### src/rtl/uart_pkg.sv
// -----------------------------------------------------------------------------
// uart_pkg
// Shared UART definitions for the receiver and the transmitter:
//   - default timing parameters (OVERSAMPLE_DEF, SAMPLE_PT_DEF, DATA_BITS_DEF)
//   - idle line level (LINE_IDLE)
//   - receiver state enumeration (uart_state_e)
// Optional feature macro: UART_RX_PARITY_EN adds the ST_PARITY state.
// -----------------------------------------------------------------------------
package uart_pkg;

    localparam int   OVERSAMPLE_DEF = 16;   // uart_clk cycles per bit period
    localparam int   SAMPLE_PT_DEF  = 7;    // mid-bit sample point
    localparam int   DATA_BITS_DEF  = 8;    // data bits per frame
    localparam logic LINE_IDLE      = 1'b1; // serial line level when idle

    typedef enum logic [2:0] {
        ST_IDLE   = 3'd0,
        ST_START  = 3'd1,
        ST_DATA   = 3'd2,
`ifdef UART_RX_PARITY_EN
        ST_PARITY = 3'd5,
`endif
        ST_STOP   = 3'd3,
        ST_BREAK  = 3'd4
    } uart_state_e;

endpackage

### src/rtl/uart_rx_fifo_if.sv
// -----------------------------------------------------------------------------
// uart_rx_fifo_if
// Receiver-to-FIFO write bus plus receiver status.
//   wr_req     : one-cycle FIFO write strobe              (receiver -> FIFO)
//   wr_data    : received byte, held until next write     (receiver -> FIFO)
//   wr_full    : downstream FIFO full                     (FIFO -> receiver)
//   frame_err  : one-cycle pulse, stop bit sampled low    (receiver -> system)
//   overrun    : one-cycle pulse, good frame dropped      (receiver -> system)
//   busy       : receiver not idle                        (receiver -> system)
//   parity_err : one-cycle pulse, only with UART_RX_PARITY_EN defined
// Modports: master = receiver side, slave = FIFO / system side.
// -----------------------------------------------------------------------------
interface uart_rx_fifo_if
    import uart_pkg::*;
#(
    parameter int DATA_BITS = DATA_BITS_DEF
);

    logic                 wr_req;
    logic [DATA_BITS-1:0] wr_data;
    logic                 wr_full;
    logic                 frame_err;
    logic                 overrun;
    logic                 busy;
`ifdef UART_RX_PARITY_EN
    logic                 parity_err;
`endif

    modport master (
        output wr_req,
        output wr_data,
        output frame_err,
        output overrun,
        output busy,
`ifdef UART_RX_PARITY_EN
        output parity_err,
`endif
        input  wr_full
    );

    modport slave (
        input  wr_req,
        input  wr_data,
        input  frame_err,
        input  overrun,
        input  busy,
`ifdef UART_RX_PARITY_EN
        input  parity_err,
`endif
        output wr_full
    );

endinterface

### src/rtl/uart_sync2.sv
// -----------------------------------------------------------------------------
// uart_sync2
// Two-flop synchronizer for the asynchronous serial line. Both flops reset to
// the idle line level so a reset never looks like a start bit.
//   uart_clk : receive clock
//   rst_n    : asynchronous active-low reset
//   d        : asynchronous input
//   q        : synchronized output
// -----------------------------------------------------------------------------
module uart_sync2
    import uart_pkg::*;
(
    input  logic uart_clk,
    input  logic rst_n,
    input  logic d,
    output logic q
);

    logic meta_r;
    logic sync_r;

    // Two-stage resynchronization of d into the uart_clk domain
    always_ff @(posedge uart_clk or negedge rst_n) begin
        if (!rst_n) begin
            meta_r <= LINE_IDLE;
            sync_r <= LINE_IDLE;
        end else begin
            meta_r <= d;
            sync_r <= meta_r;
        end
    end

    assign q = sync_r;

endmodule

### src/rtl/uart_rx_fifo.sv
// -----------------------------------------------------------------------------
// uart_rx_fifo
// Oversampling UART receiver that writes each good frame into a downstream
// FIFO. Frame = start + DATA_BITS (LSB first) [+ even parity] + stop.
// Ports:
//   uart_clk : receive clock, OVERSAMPLE x baud
//   rst_n    : asynchronous active-low reset
//   rxd      : serial line, asynchronous, idle high
//   wr_if    : uart_rx_fifo_if.master (wr_req, wr_data, wr_full, frame_err,
//              overrun, busy, and parity_err when enabled)
// Optional feature macro: UART_RX_PARITY_EN (parity bit after the data bits).
// -----------------------------------------------------------------------------
module uart_rx_fifo
    import uart_pkg::*;
#(
    parameter int OVERSAMPLE = OVERSAMPLE_DEF,
    parameter int SAMPLE_PT  = SAMPLE_PT_DEF,
    parameter int DATA_BITS  = DATA_BITS_DEF
) (
    input  logic           uart_clk,
    input  logic           rst_n,
    input  logic           rxd,
    uart_rx_fifo_if.master wr_if
);

    localparam int CNT_W = (OVERSAMPLE > 1) ? $clog2(OVERSAMPLE) : 1;
    // Frame bit index: 0 = start, 1..DATA_BITS = data, then parity/stop
    localparam int IDX_W = $clog2(DATA_BITS + 3);

    localparam logic [CNT_W-1:0] CNT_ZERO   = CNT_W'(0);
    localparam logic [CNT_W-1:0] CNT_ONE    = CNT_W'(1);
    localparam logic [CNT_W-1:0] CNT_SAMPLE = CNT_W'(SAMPLE_PT);
    localparam logic [CNT_W-1:0] CNT_LAST   = CNT_W'(OVERSAMPLE - 1);
    localparam logic [IDX_W-1:0] IDX_ZERO   = IDX_W'(0);
    localparam logic [IDX_W-1:0] IDX_ONE    = IDX_W'(1);
    localparam logic [IDX_W-1:0] IDX_LAST_D = IDX_W'(DATA_BITS);

`ifdef UART_RX_PARITY_EN
    // Even parity: the parity bit equals the XOR of all data bits
    function automatic logic even_parity(input logic [DATA_BITS-1:0] data);
        return ^data;
    endfunction
`endif

    logic                 rxd_s;
    logic                 rxd_d_r;
    logic [1:0]           settle_r;
    logic                 start_edge_s;
    logic                 sample_s;
    logic                 wrap_s;
    uart_state_e          state_r, state_n;
    logic [CNT_W-1:0]     cnt_r, cnt_n;
    logic [IDX_W-1:0]     idx_r, idx_n;
    logic [DATA_BITS-1:0] shift_r, shift_n;
    logic [DATA_BITS-1:0] wr_data_r, wr_data_n;
    logic                 wr_req_r, wr_req_n;
    logic                 frame_err_r, frame_err_n;
    logic                 overrun_r, overrun_n;
    logic                 busy_r;
    logic                 par_ok_r, par_ok_n;
`ifdef UART_RX_PARITY_EN
    logic                 parity_err_r, parity_err_n;
`endif

    uart_sync2 u_sync (
        .uart_clk (uart_clk),
        .rst_n    (rst_n),
        .d        (rxd),
        .q        (rxd_s)
    );

    // Event decode. Edges are ignored until the synchronizer and rxd_d_r hold
    // real line samples, so a line already low at reset release is not a start.
    always_comb begin
        start_edge_s = (settle_r == 2'd3) && rxd_d_r && !rxd_s;
        sample_s     = (cnt_r == CNT_SAMPLE);
        wrap_s       = (cnt_r == CNT_LAST);
    end

    // Next-state, bit timing, shift register and output pulse decode
    always_comb begin
        state_n     = state_r;
        cnt_n       = wrap_s ? CNT_ZERO : (cnt_r + CNT_ONE);
        idx_n       = wrap_s ? (idx_r + IDX_ONE) : idx_r;
        shift_n     = shift_r;
        wr_data_n   = wr_data_r;
        wr_req_n    = 1'b0;
        frame_err_n = 1'b0;
        overrun_n   = 1'b0;
        par_ok_n    = par_ok_r;
`ifdef UART_RX_PARITY_EN
        parity_err_n = 1'b0;
`endif
        case (state_r)
            ST_IDLE: begin
                cnt_n    = CNT_ZERO;
                idx_n    = IDX_ZERO;
                par_ok_n = 1'b1;
                if (start_edge_s) begin
                    state_n = ST_START;
                end else begin
                    state_n = ST_IDLE;
                end
            end
            ST_START: begin
                if (sample_s) begin
                    if (!rxd_s) begin
                        state_n = ST_DATA;
                    end else begin
                        // Start bit gone by mid-bit: a glitch, not a frame
                        state_n = ST_IDLE;
                        cnt_n   = CNT_ZERO;
                        idx_n   = IDX_ZERO;
                    end
                end else begin
                    state_n = ST_START;
                end
            end
            ST_DATA: begin
                if (sample_s) begin
                    // Right shift: the first (LSB) bit ends up in bit 0
                    shift_n = {rxd_s, shift_r[DATA_BITS-1:1]};
                    if (idx_r == IDX_LAST_D) begin
`ifdef UART_RX_PARITY_EN
                        state_n = ST_PARITY;
`else
                        state_n = ST_STOP;
`endif
                    end else begin
                        state_n = ST_DATA;
                    end
                end else begin
                    state_n = ST_DATA;
                end
            end
`ifdef UART_RX_PARITY_EN
            ST_PARITY: begin
                if (sample_s) begin
                    par_ok_n = (rxd_s == even_parity(shift_r));
                    state_n  = ST_STOP;
                end else begin
                    state_n  = ST_PARITY;
                end
            end
`endif
            ST_STOP: begin
                if (sample_s) begin
                    // Leaving at mid-stop lets a back-to-back start be seen
                    cnt_n = CNT_ZERO;
                    idx_n = IDX_ZERO;
                    if (!rxd_s) begin
                        frame_err_n = 1'b1;
                        state_n     = ST_BREAK;
                    end else if (!par_ok_r) begin
`ifdef UART_RX_PARITY_EN
                        parity_err_n = 1'b1;
`endif
                        state_n = ST_IDLE;
                    end else if (wr_if.wr_full) begin
                        overrun_n = 1'b1;
                        state_n   = ST_IDLE;
                    end else begin
                        wr_req_n  = 1'b1;
                        wr_data_n = shift_r;
                        state_n   = ST_IDLE;
                    end
                end else begin
                    state_n = ST_STOP;
                end
            end
            ST_BREAK: begin
                cnt_n = CNT_ZERO;
                idx_n = IDX_ZERO;
                if (rxd_s) begin
                    state_n = ST_IDLE;
                end else begin
                    state_n = ST_BREAK;
                end
            end
            default: begin
                state_n = ST_IDLE;
                cnt_n   = CNT_ZERO;
                idx_n   = IDX_ZERO;
            end
        endcase
    end

    // State, datapath and registered outputs
    always_ff @(posedge uart_clk or negedge rst_n) begin
        if (!rst_n) begin
            state_r     <= ST_IDLE;
            cnt_r       <= CNT_ZERO;
            idx_r       <= IDX_ZERO;
            shift_r     <= {DATA_BITS{1'b0}};
            wr_data_r   <= {DATA_BITS{1'b0}};
            wr_req_r    <= 1'b0;
            frame_err_r <= 1'b0;
            overrun_r   <= 1'b0;
            busy_r      <= 1'b0;
            par_ok_r    <= 1'b1;
            rxd_d_r     <= LINE_IDLE;
            settle_r    <= 2'd0;
`ifdef UART_RX_PARITY_EN
            parity_err_r <= 1'b0;
`endif
        end else begin
            state_r     <= state_n;
            cnt_r       <= cnt_n;
            idx_r       <= idx_n;
            shift_r     <= shift_n;
            wr_data_r   <= wr_data_n;
            wr_req_r    <= wr_req_n;
            frame_err_r <= frame_err_n;
            overrun_r   <= overrun_n;
            busy_r      <= (state_n != ST_IDLE);
            par_ok_r    <= par_ok_n;
            rxd_d_r     <= rxd_s;
            settle_r    <= (settle_r == 2'd3) ? settle_r : (settle_r + 2'd1);
`ifdef UART_RX_PARITY_EN
            parity_err_r <= parity_err_n;
`endif
        end
    end

    assign wr_if.wr_req    = wr_req_r;
    assign wr_if.wr_data   = wr_data_r;
    assign wr_if.frame_err = frame_err_r;
    assign wr_if.overrun   = overrun_r;
    assign wr_if.busy      = busy_r;
`ifdef UART_RX_PARITY_EN
    assign wr_if.parity_err = parity_err_r;
`endif

endmodule

### src/flat_wrapper.sv
// flat-port wrapper written by rule: the top's interface ports become plain ports
module uart_rx_fifo_flat import uart_pkg::*;
#(
    parameter int OVERSAMPLE = OVERSAMPLE_DEF,
    parameter int SAMPLE_PT  = SAMPLE_PT_DEF,
    parameter int DATA_BITS  = DATA_BITS_DEF
)
  (uart_clk, rst_n, rxd, wr_if_wr_req, wr_if_wr_data, wr_if_frame_err, wr_if_overrun, wr_if_busy, wr_if_wr_full);
  uart_rx_fifo_if #(.DATA_BITS(DATA_BITS)) wr_if_i ();
  input  logic uart_clk;
  input  logic rst_n;
  input  logic rxd;
  output wire logic [$bits(wr_if_i.wr_req)-1:0] wr_if_wr_req;
  output wire logic [$bits(wr_if_i.wr_data)-1:0] wr_if_wr_data;
  output wire logic [$bits(wr_if_i.frame_err)-1:0] wr_if_frame_err;
  output wire logic [$bits(wr_if_i.overrun)-1:0] wr_if_overrun;
  output wire logic [$bits(wr_if_i.busy)-1:0] wr_if_busy;
  input wire logic [$bits(wr_if_i.wr_full)-1:0] wr_if_wr_full;
  assign wr_if_wr_req = wr_if_i.wr_req;
  assign wr_if_wr_data = wr_if_i.wr_data;
  assign wr_if_frame_err = wr_if_i.frame_err;
  assign wr_if_overrun = wr_if_i.overrun;
  assign wr_if_busy = wr_if_i.busy;
  assign wr_if_i.wr_full = wr_if_wr_full;
  uart_rx_fifo #(.OVERSAMPLE(OVERSAMPLE), .SAMPLE_PT(SAMPLE_PT), .DATA_BITS(DATA_BITS)) u_core (.uart_clk(uart_clk), .rst_n(rst_n), .rxd(rxd), .wr_if(wr_if_i));
endmodule
### config.mk
export PLATFORM = sky130hd
export DESIGN_NAME = uart_rx_fifo_flat
export DESIGN_NICKNAME = d
export VERILOG_FILES = /design/src/rtl/uart_pkg.sv /design/src/rtl/uart_rx_fifo_if.sv /design/src/rtl/uart_sync2.sv /design/src/rtl/uart_rx_fifo.sv /design/src/flat_wrapper.sv
export SDC_FILE = /design/constraint.sdc
export NUM_CORES = 1
export LEC_CHECK = 0
export BUFFER_PORTS_ARGS = -buffer_cell sky130_fd_sc_hd__buf_4
export CORE_ASPECT_RATIO = 0.5
export CORE_MARGIN = 4
export CORE_UTILIZATION = 54
export CTS_BUF_LIST = sky130_fd_sc_hd__clkbuf_16
export CTS_CLUSTER_SIZE = 28
export DETAILED_ROUTE_END_ITERATION = 16
export GPL_TIMING_DRIVEN = 0
export PLACE_DENSITY = 0.74
export SYNTH_ARGS = -nofsm -noshare
export SYNTH_HDL_FRONTEND = slang
export SYNTH_HIERARCHICAL = 1
export SYNTH_SLANG_ARGS = --single-unit
### constraint.sdc
create_clock -name uart_clk -period 2.8 [get_ports uart_clk]
set_input_delay 0.56 -clock uart_clk [delete_from_list [all_inputs] [get_ports uart_clk]]
set_output_delay 0.56 -clock uart_clk [all_outputs]
set_load 0.01 [all_outputs]
== Word-level counts from Yosys, hierarchy flattened ==
Cells that the tools add are included.
Word-level totals
  flip-flop bits (word level): 36
  input bits: 4
  logic and storage cells: 61
Cells by class
  $add $sub $neg: 3
  equality and inequality tests: 8
  multiplexer cells: 29
  bitwise logic cells: 1
  reduce and logical (&&, ||, !) cells: 7
Operators by type and width (count)
  two-way mux 4 bit: 8
  case mux 4 bit (3 select lines): 2
  case mux 3 bit (5 select lines): 1
  two-way mux 1 bit: 14
  adder 4 x 1 -> 4 bit (second input constant): 2
  equality test 4 bit (second input constant): 2
  equality test 3 x 2 -> 1 bit (second input constant): 2
  two-way mux 3 bit: 2
  equality test 4 x 3 -> 1 bit (second input constant): 1
  two-way mux 2 bit: 2
  AND reduction 4 bit: 1
  equality test 3 x 1 -> 1 bit (second input constant): 1
  equality test 3 bit (second input constant): 1
  logical NOT 3 bit: 1
  nonzero test 3 bit: 1
  adder 2 x 1 -> 2 bit (second input constant): 1
  equality test 2 bit (second input constant): 1
  logical AND 1 bit: 2
  AND reduction 2 bit: 1
  logical NOT 1 bit: 1
  NOT 1 bit: 1

== Longest topological paths before layout ==
  word-level depth: 6
  depth in mapped cells: 6
  depth with buffers taken out: 6

== Hierarchy ==
The synthesis kept the hierarchy.
By module, submodules not included
  uart_rx_fifo: times used 1, cells each 113, area an instance 1418.9 µm², sequential area each 852.1 µm²
  uart_sync2: times used 1, cells each 2, area an instance 52.6 µm², sequential area each 52.6 µm²

== Worst setup path before layout ==
No wires, ideal clock.
  path type: reg2reg
  start: register u_core.cnt_r[0]
  end: register u_core.wr_data_r[0], in the netlist u_core/wr_if.wr_data[0]
  arrival time: 1735 ps
  required time: 2675 ps
  path slack: 940 ps
  stages on the path, launching flop included: 7
  path buffers: 1
  cells stage by stage: dfrtp_1 > ha_1 > nand4b_1 > or2_1 > buf_6 > nor3_4 > mux2_2
Between the ends
  longest elaborated chain between the ends: 2
RTL lines
  from (decl): RTL line uart_rx_fifo.sv:52  | logic [CNT_W-1:0] cnt_r, cnt_n;
  from (signal assigned): RTL line uart_rx_fifo.sv:208  | cnt_r <= cnt_n;
  equality test 4 x 3 -> 1 bit: RTL line uart_rx_fifo.sv:76  | sample_s = (cnt_r == CNT_SAMPLE);
  AND reduction 4 bit (no line)
  to (signal assigned): RTL line uart_rx_fifo.sv:195  | wr_data_r <= {DATA_BITS{1'b0}};
  to (signal assigned): RTL line uart_rx_fifo.sv:211  | wr_data_r <= wr_data_n;
  to (decl): RTL line uart_rx_fifo.sv:55  | logic [DATA_BITS-1:0] wr_data_r, wr_data_n;
Every way passes these cells.
A chain may end at the register's enable or synchronous reset.

== Worst setup path after layout ==
Same ends and word-level chain as after synthesis.

==> flow_metrics.tcl <==
set metrics [dict create \
    outcome "complete, no violations" \
    antenna_left 0 \
    r2r-end "u_core/wr_if.wr_data[0]" \
    ys_seq_area_share_pct 61.5 \
    die_w_um 81.8 \
    synth_top_cell_by_area "dfrtp_1" \
    ir_drop_uv 456 \
    finalWirelength_um 2480 \
    synthMuxAreaShare_pct 12.2 \
    grt_pass1_vias 933 \
    drt_iter0_markers 68 \
    wl_per_cell_um 14.2 \
    cts_hold_buf 0 \
    slowest_stage "mux2_2" \
    placed_cell_area_mm2 0.00163 \
    grt_max_degree 37 \
    vias_per_cell 5.24 \
    nets 145 \
    grt_use_total_pct 17.0 \
    core_mm2 0.00260 \
    place_congestion 0.851 \
    port_buffers 15 \
    hold_viol_final 0 \
    hold_path_class "in2async" \
    arrival_ns 2.29 \
    max_freq_ghz 0.468 \
    leakagePower_nw 0.857 \
    fin_ws_ns 0.664 \
    antenna_cells 0 \
    setup_viol 0 \
    clkSlewWorstSetupHoldPaths_ns 0.05 \
    synthSimpleGateAreaFrac_pct 12.2 \
    clockBufferDepth 2 \
    drive_above_1_share_pct 34.1 \
    root_buffer "clkbuf_16" \
    slew-limit-headroom_pct 69.9 \
    final_area_mm2 0.00180 \
    ys_warn_count 6 \
    area_growth_pct 22.2 \
    synth_adder_area_share_pct 3.40 \
    worst_slew_pin_slew_ns 0.448 \
    ys_ff_latch 36 \
    synth_top_area_share_pct 56.1 \
    r2r_cells 6 \
    synth_compound_area_share_pct 5.02 \
    initial_core_util_pct 56.5 \
    synth.avg_cell_area_um2 12.8 \
    num_io_pins 16 \
    clock_insertion_delay_worst_skew_ns 0.27 \
    drc 0 \
    ff2ff_setup_slack_ns 0.66 \
    ys_top_cells_by_area "dfrtp_1, mux2_2, dfstp_2" \
    worst_hold_slack_ns 0.232 \
    core.rowCount 13 \
    dieArea_mm2 0.00367 \
    postCtsSetupBuffers 0 \
    pwr_density_cell_mw_per_mm2 831 \
    htreeDepth 2 \
    clock-sinks 36 \
    critPathMaxStageDelay_ns 0.40 \
    worstPathCellList "ha_1, nand4b_1, or2_1, buf_6, nor3_4, mux2_2" \
    crit_fanout 8 \
    period_needed_ns 2.14 \
    critPathCaptureType "flop" \
    fin_crit_sh_pct 76.3 \
    grt_overflow_total 0 \
    netlist_area_mm2 0.00147 \
    cts-buffers-inserted 5 \
    cts_tree "yes" \
    slew_violations 0 \
    antenna_found_initial 0 \
    cap_violations 0 \
    via_count 917 \
    syn-num-nets 123 \
    rsz0062_at_grt "no" \
    path_class "reg2reg" \
    cts.repair.resized 0 \
    startpoint_type "flop" \
    pre_cts_slack_ns 0.687 \
    required_ns 2.96 \
    netlist_instances 115 \
    first_pass_iters 4 \
    clock_skew_ns 0.00330 \
    synth_xor_xnor_area_share_pct 2.98 \
    r2r-start "u_core/cnt_r[0]" \
    place_hpwl_um 1620 \
    yosysUniqueCellTypes 28 \
    die_h_um 44.9 \
    grt_pass1_wl_um 4400 \
    synth_top_family_by_area "simple AND/OR/NAND/NOR gates" \
    final.setup.tns_ns 0 \
]
## layout by cell type, fill, tap and decap left out, types with 3 or more instances in the layout
cell	instances
nand2_1	9
nor2_1	10
mux2_2	16
nand4b_1	3
ha_1	4
clkbuf_16	5
buf_4	15
xnor2_1	3
inv_1	4
dfstp_2	3
dfrtp_1	33
nor3_1	3
a21oi_1	7
## cell type report
class,instances,area [um^2]
sequential,36,905
fill,188,805
multi-input combinational,71,528
clock buffer,5,125
timing repair buffer,15,113
tap,37,46.3
clock inverter,3,42.5
buffer,4,23.8
inverter,4,15.0
## worst max path at each step
stage          depth (start not counted)                      end             from
3_5_place_dp                           6  u_core/wr_if.wr_data[3]  u_core/cnt_r[0]
2_1_floorplan                          6  u_core/wr_if.wr_data[0]  u_core/cnt_r[0]
3_3_place_gp                           6  u_core/wr_if.wr_data[0]  u_core/cnt_r[0]
4_1_cts                                6  u_core/wr_if.wr_data[2]  u_core/cnt_r[0]
5_1_grt                                6  u_core/wr_if.wr_data[2]  u_core/cnt_r[0]
6_report                               6  u_core/wr_if.wr_data[0]  u_core/cnt_r[0]
## flip-flops by register name, summed over array words and instances (netlist names)
signal                  flops
u_core/shift_r              8
u_core/wr_if.wr_data        8
u_core/cnt_r                4
u_core/idx_r                4
u_core/state_r              3
u_core/settle_r             2
u_core/rxd_d_r              1
u_core/u_sync/meta_r        1
u_core/u_sync/q             1
u_core/wr_if.busy           1
u_core/wr_if.frame_err      1
u_core/wr_if.overrun        1
u_core/wr_if.wr_req         1
## where the power goes
part / switching (mW) / internal [mW]
sequential: 0.0691 / 0.584
clock: 0.198 / 0.417
combinational: 0.127 / 0.0983
## per-stage QoR
step	util, %	total power [mW]	instances
2_1_floorplan	-	0.805	115
3_3_place_gp	62.6	0.869	167
3_5_place_dp	62.6	0.885	167
4_1_cts	69.1	1.52	175
5_1_grt	69.1	1.59	175
6_report	69.1	1.49	175
## cell families after synthesis
family | Yosys count
xor+xnor | 5
mux | 16
compound gates | 13
buf+inv | 8
simple gates | 33
flops | 36
fa+ha+maj | 4
## cells in the mapped netlist
| library cell | n |
|---|---|
| dfrtp_1 | 33 |
| mux2_2 | 16 |
| nor2_1 | 10 |
| nand2_1 | 9 |
| a21oi_1 | 7 |
| ha_1 | 4 |
| inv_1 | 4 |
| dfstp_2 | 3 |
| nand4b_1 | 3 |
| nor3_1 | 3 |
| xnor2_1 | 3 |
| clkbuf_1 | 2 |
| o21ai_0 | 2 |
| xor2_1 | 2 |
| a211oi_1 | 1 |
| a311o_1 | 1 |
| a31oi_1 | 1 |
| and3_2 | 1 |
| and4b_2 | 1 |
| buf_2 | 1 |
| buf_6 | 1 |
| nand2b_1 | 1 |
| nand4_1 | 1 |
| nor3_4 | 1 |
| o21ai_1 | 1 |
| or2_1 | 1 |
| or3_1 | 1 |
| or4_1 | 1 |
## layer usage
layer | routed length [um] | track usage (%) | up-vias | share of wire (%)
met5 | 0 | 0 | - | 0
met4 | 19 | 7.62 | 0 | 0.77
met3 | 155 | 6.77 | 4 | 6.2
met2 | 1190 | 27.4 | 28 | 48
met1 | 1110 | 20.3 | 442 | 45
li1 | - | - | 443 | -
## critical path: cells and delay by family, from the launching register on
kind          cells  cell delay (ns)
simple gates      3             0.80
mux               1             0.40
flops             1             0.39
fa+ha+maj         1             0.29
buf+inv           1             0.13
Power figures use the tool's default switching activity.
